## src/rtl/shift_arbiter_pkg.sv

```systemverilog
// Shared definitions for the shift arbiter.
// Holds the shift-type codes, the controller state encoding and the
// captured-operand record that feeds the shared shifter.
package shift_arbiter_pkg;

    localparam logic [1:0] SHIFT_SRL = 2'b00;
    localparam logic [1:0] SHIFT_SLL = 2'b01;
    localparam logic [1:0] SHIFT_SRA = 2'b10;
    // 2'b11 is reserved and yields a zero result

    typedef enum logic [1:0] {
        ST_IDLE = 2'b00,
        ST_EXEC = 2'b01,
        ST_RESP = 2'b10
    } state_t;

    typedef struct packed {
        logic [31:0] a;
        logic [4:0]  shamt;
        logic [1:0]  typ;
    } shift_op_t;

endpackage

```

## src/rtl/shift_arbiter_shifter.sv

```systemverilog
// Shared 32-bit shifter datapath.
// Ports:
//   op     - captured operand record (a, shamt, typ)
//   result - shifted value; SRA sign-extends from bit 31, reserved type gives 0
module shift_arbiter_shifter
    import shift_arbiter_pkg::*;
(
    input  shift_op_t   op,
    output logic [31:0] result
);

    always_comb begin
        result = '0;
        case (op.typ)
            SHIFT_SRL: result = op.a >> op.shamt;
            SHIFT_SLL: result = op.a << op.shamt;
            SHIFT_SRA: result = $unsigned($signed(op.a) >>> op.shamt);
            default:   result = '0;
        endcase
    end

endmodule

```

## src/rtl/shift_arbiter.sv

```systemverilog
// Two-port round-robin arbiter sharing one shifter between the ALU shift
// port (0) and the load/store alignment port (1). One request in flight at
// a time: accept in IDLE, compute in EXEC, hold the response in RESP until
// the owning port takes it.
// Ports:
//   clk, rst                      - clock, synchronous active-high reset
//   reqN_valid/ready              - request handshake (ready is combinational)
//   reqN_a/shamt/type             - request operands
//   rspN_valid/ready              - response handshake, valid only for owner
//   rsp_result                    - registered result shared by both ports
//   busy                          - controller not in IDLE
module shift_arbiter
    import shift_arbiter_pkg::*;
#(
    parameter bit RR_INIT    = 1'b0,
    parameter bit FIXED_PRIO = 1'b0
) (
    input  logic        clk,
    input  logic        rst,
    input  logic        req0_valid,
    output logic        req0_ready,
    input  logic [31:0] req0_a,
    input  logic [4:0]  req0_shamt,
    input  logic [1:0]  req0_type,
    input  logic        req1_valid,
    output logic        req1_ready,
    input  logic [31:0] req1_a,
    input  logic [4:0]  req1_shamt,
    input  logic [1:0]  req1_type,
    output logic        rsp0_valid,
    input  logic        rsp0_ready,
    output logic        rsp1_valid,
    input  logic        rsp1_ready,
    output logic [31:0] rsp_result,
    output logic        busy
);

    state_t      state;
    logic        ptr;
    logic        owner;
    shift_op_t   op_q;
    logic [31:0] shift_out;
    logic        grant_id;
    logic        accept;
    logic        taken;

    // Contention goes to the pointer port; a lone requester always wins.
    always_comb begin
        grant_id = req1_valid;
        if (req0_valid && req1_valid)
            grant_id = FIXED_PRIO ? 1'b0 : ptr;
    end

    // Gated by rst so nothing is acknowledged during the reset cycle.
    assign accept     = (state == ST_IDLE) && (req0_valid || req1_valid) && !rst;
    assign req0_ready = accept && !grant_id;
    assign req1_ready = accept &&  grant_id;

    // Only the owner's ready can retire the response.
    assign taken = owner ? rsp1_ready : rsp0_ready;

    shift_arbiter_shifter u_shifter (
        .op     (op_q),
        .result (shift_out)
    );

    always_ff @(posedge clk) begin
        if (rst) begin
            state      <= ST_IDLE;
            ptr        <= RR_INIT;
            owner      <= 1'b0;
            op_q       <= '0;
            rsp_result <= '0;
            rsp0_valid <= 1'b0;
            rsp1_valid <= 1'b0;
            busy       <= 1'b0;
        end else begin
            case (state)
                ST_IDLE: begin
                    if (accept) begin
                        op_q  <= grant_id ? {req1_a, req1_shamt, req1_type}
                                          : {req0_a, req0_shamt, req0_type};
                        owner <= grant_id;
                        // Priority passes to the port that was not served.
                        if (!FIXED_PRIO)
                            ptr <= ~grant_id;
                        state <= ST_EXEC;
                        busy  <= 1'b1;
                    end
                end
                ST_EXEC: begin
                    rsp_result <= shift_out;
                    rsp0_valid <= ~owner;
                    rsp1_valid <= owner;
                    state      <= ST_RESP;
                end
                ST_RESP: begin
                    if (taken) begin
                        rsp0_valid <= 1'b0;
                        rsp1_valid <= 1'b0;
                        busy       <= 1'b0;
                        state      <= ST_IDLE;
                    end
                end
                default: begin
                    state <= ST_IDLE;
                    busy  <= 1'b0;
                end
            endcase
        end
    end

endmodule

```

## config.mk

```make
export PLATFORM = sky130hd
export DESIGN_NAME = shift_arbiter
export DESIGN_NICKNAME = d
export VERILOG_FILES = /design/src/rtl/shift_arbiter_pkg.sv /design/src/rtl/shift_arbiter_shifter.sv /design/src/rtl/shift_arbiter.sv
export SDC_FILE = /design/constraint.sdc
export NUM_CORES = 1
export LEC_CHECK = 0
export ABC_AREA = 1
export CORE_MARGIN = 4
export CORE_UTILIZATION = 58
export DETAILED_ROUTE_END_ITERATION = 8
export HOLD_SLACK_MARGIN = 0.05
export PLACE_DENSITY = 0.84
export SYNTH_ARGS = -nofsm -noshare
export SYNTH_HDL_FRONTEND = slang
export SYNTH_SLANG_ARGS = --single-unit
```

## constraint.sdc

```tcl
create_clock -name clk -period 2.7 [get_ports clk]
set_clock_uncertainty 0.15 [all_clocks]
set_input_delay 0.27 -clock clk [delete_from_list [all_inputs] [get_ports clk]]
set_output_delay 0.27 -clock clk [all_outputs]
set_load 0.01 [all_outputs]
```

==> results_dict.tcl <==
set metrics [dict create \
    final_cell_mix "396 x nand2_1, 333 x nand3_1, 119 x clkdlybuf4s50_1" \
    grt_remaining_overflow 0 \
    mappedNetlistArea_um2 6660 \
    type_of_the_setup_path_with_the_least_slack "in2out" \
    chipHeight_um 115 \
    timing.hold.worst_endpoint "rsp_result[15]" \
    antenna_found_initial 0 \
    die_x_um 115 \
    p_clk_frac 0.329 \
    timing.hold.worst_path_depth 4 \
    rsz0062_at_grt "false" \
    reg2reg_from "op_q[3]" \
    floorplan.core_area_um2 11000 \
    report.final.slew_viol_count 0 \
    most_common_cell_after_layout_fill_and_taps_aside "nand2_1" \
    final_min_period_over_clock_period 0.890 \
    internal_power_mw 2.62 \
    timing.final.hold_violations 0 \
    cap_viol_max_count 0 \
    insertion_delay_ns 0.36 \
    num_rows 38 \
    worstPathMaxFanout 4 \
    proportion_of_power_drawn_by_combinational_gates 0.351 \
    effective_utilization_at_floorplan 0.603 \
    cts_tree "built" \
    setup_viol_count_final 0 \
    num_vias 8595 \
    final_design_area_no_fill_um2 8120 \
    p_per_area_nw_per_um2 510 \
    worst_pin_slew_ns 0.792 \
    timing.setup.tns_ns 0 \
    globalRouteTotalUtil 0.369 \
    viasPerCell 6.29 \
    layout_setup_ws_ns 0.296 \
    synth-warning-count 0 \
    ys_seq_elements 78 \
    postCtsSetupRepairBufs 0 \
    final_cell_count_no_fill 1367 \
    r2r_slack_ns 0.37 \
    seq_power_share 0.320 \
    vias_in_the_first_global_route 7744 \
    wl_mm 24.5 \
    timing.final.crit_period_ns 2.40 \
    floorplan.die_area_um2 13300 \
    multi_input_area_um2 4480 \
    worst_r2r_path_depth 11 \
    port_buffers 120 \
    syn2layout_area_growth_pct 22.1 \
    syn_nets 1241 \
    cts-resized-gates 0 \
    pre_cts_slack_ns 0.222 \
    outcome "completed" \
    fmaxAchievable_mhz 416 \
    post_synth_num_cell_types 32 \
    maxSlewHeadroom 0.472 \
    hold_path_startpoint "rst" \
    fillCellCount 946 \
    power.share.switching 0.369 \
    synth.yosys.seq_area_share 0.235 \
    dp_hpwl_mm 17.9 \
    postCtsHoldBufs 0 \
    synth_cells 1157 \
    cts_buffers 9 \
    netSwitchingPower_mw 1.53 \
    critical_path_arrival_ns 1.98 \
    clkTransAtPathRegs_ns 0.06 \
    antenna_violating_nets_post_route 0 \
    detail_route.first_pass.iterations 6 \
    ir_drop_uv 524 \
    dr.first_iter.drc_count 1379 \
    storage_element_area_um2 1560 \
    root_buffer "clkbuf_16" \
    drt-wirelength-per-cell_um 17.9 \
    timing.critical_path.to_type "output pin" \
    hold_class "in2reg" \
    drc 0 \
    boundaryPins 121 \
    layout-drive-gt1-share 0.0685 \
    post_dp_cell_area_um2 7790 \
    nets 1306 \
    timing.critical_path.required_ns 2.28 \
    critical_path.startpoint_type "input pin" \
    grt_first_pass_wirelength_mm 38.9 \
    gp_congestion 1.06 \
    cts_max_level 3 \
    clock_tree.buffer_depth 2 \
    synth_area_per_cell_um2 5.75 \
    reported_leakage_power_nw 3.45 \
    worst_r2r_endpoint "rsp_result[22]" \
    dpl.cell_count 1351 \
    grt_max_degree 73 \
    antenna_cells 0 \
    numClockSinks 78 \
]
## per-stage QoR
| stage | hold slack (ns) | power [mW] | util |
|---|---|---|---|
| after global routing | 0.169 | 4.36 | 0.737 |
| after global placement | 0.302 | 2.75 | 0.706 |
| final | 0.139 | 4.15 | 0.737 |
| after CTS | 0.141 | 4.10 | 0.737 |
| after detailed placement | 0.307 | 2.75 | 0.706 |
| after floorplan | 0.267 | 2.27 | - |
## layer usage
layer  share of wire  routed length, um  global-route usage  vias to the layer above
met5               0                  0                   0                        -
met4           0.039                943               0.149                        0
met3            0.11               2710              0.0905                       81
met2            0.45              10900               0.578                      582
met1            0.40               9870               0.486                     3854
li1                -                  -                   -                     4078
## state kept, by name, summed over array words and instances, names as in the netlist
register,flops
ptr,1
op_q,39
owner,1
rsp_result,32
rsp1_valid,1
busy,1
rsp0_valid,1
state,2
## power by group through the flow
stage	Sequential [mW]	Combinational [mW]	Clock, mW
2_1_floorplan	1.32	0.951	0
3_3_place_gp	1.34	1.40	0
5_1_grt	1.33	1.60	1.43
4_1_cts	1.32	1.42	1.36
3_5_place_dp	1.34	1.41	0
6_report	1.33	1.46	1.36
## kinds of logic after synthesis
logic type / synth area share
buffers and inverters: 0.0929
flip-flops: 0.235
AO/OA/AOI/OAI: 0.140
AND/OR/NAND/NOR: 0.533
## worst max path at each step
stage,startpoint,cells after the start,to
after global placement,req1_valid,8,op_q[1]
after CTS,req1_valid,6,req1_ready
after floorplan,op_q[2],12,rsp_result[25]
after detailed placement,req1_valid,8,op_q[1]
after global routing,op_q[3],11,rsp_result[20]
final,req1_valid,6,req0_ready
## worst max-delay path, stage by stage
cell,delay [ns]
clkdlybuf4s50_1,0.53
nor2_1,0.07
nor3_1,0.21
nand2_1,0.18
a21oi_2,0.16
clkdlybuf4s50_1,0.55
## final cells by class
type,count,share of cell area
multi-input cells,956,0.551
clock buffers,10,0.0294
inverters,35,0.0171
clock inverters,6,0.0114
repair buffers,142,0.177
well taps,140,0.0216
flip-flops and latches,78,0.193
## synthesized netlist by cell type, drive strengths merged
master / count / share of area
nand2: 410 / 0.24
o21ai: 27 / 0.023
clkbuf: 20 / 0.011
dfxtp: 78 / 0.23
a211oi: 2 / 0.0023
nand3: 337 / 0.26
nor2: 40 / 0.026
nor3: 1 / 0.00075
nand3b: 1 / 0.0011
nand4: 6 / 0.0056
a22oi: 20 / 0.023
and2: 6 / 0.0064
inv: 35 / 0.021
buf: 68 / 0.061
o211ai: 13 / 0.015
a21oi: 70 / 0.056
a31oi: 23 / 0.022
No activity file was read; power rests on OpenSTA's default activity.
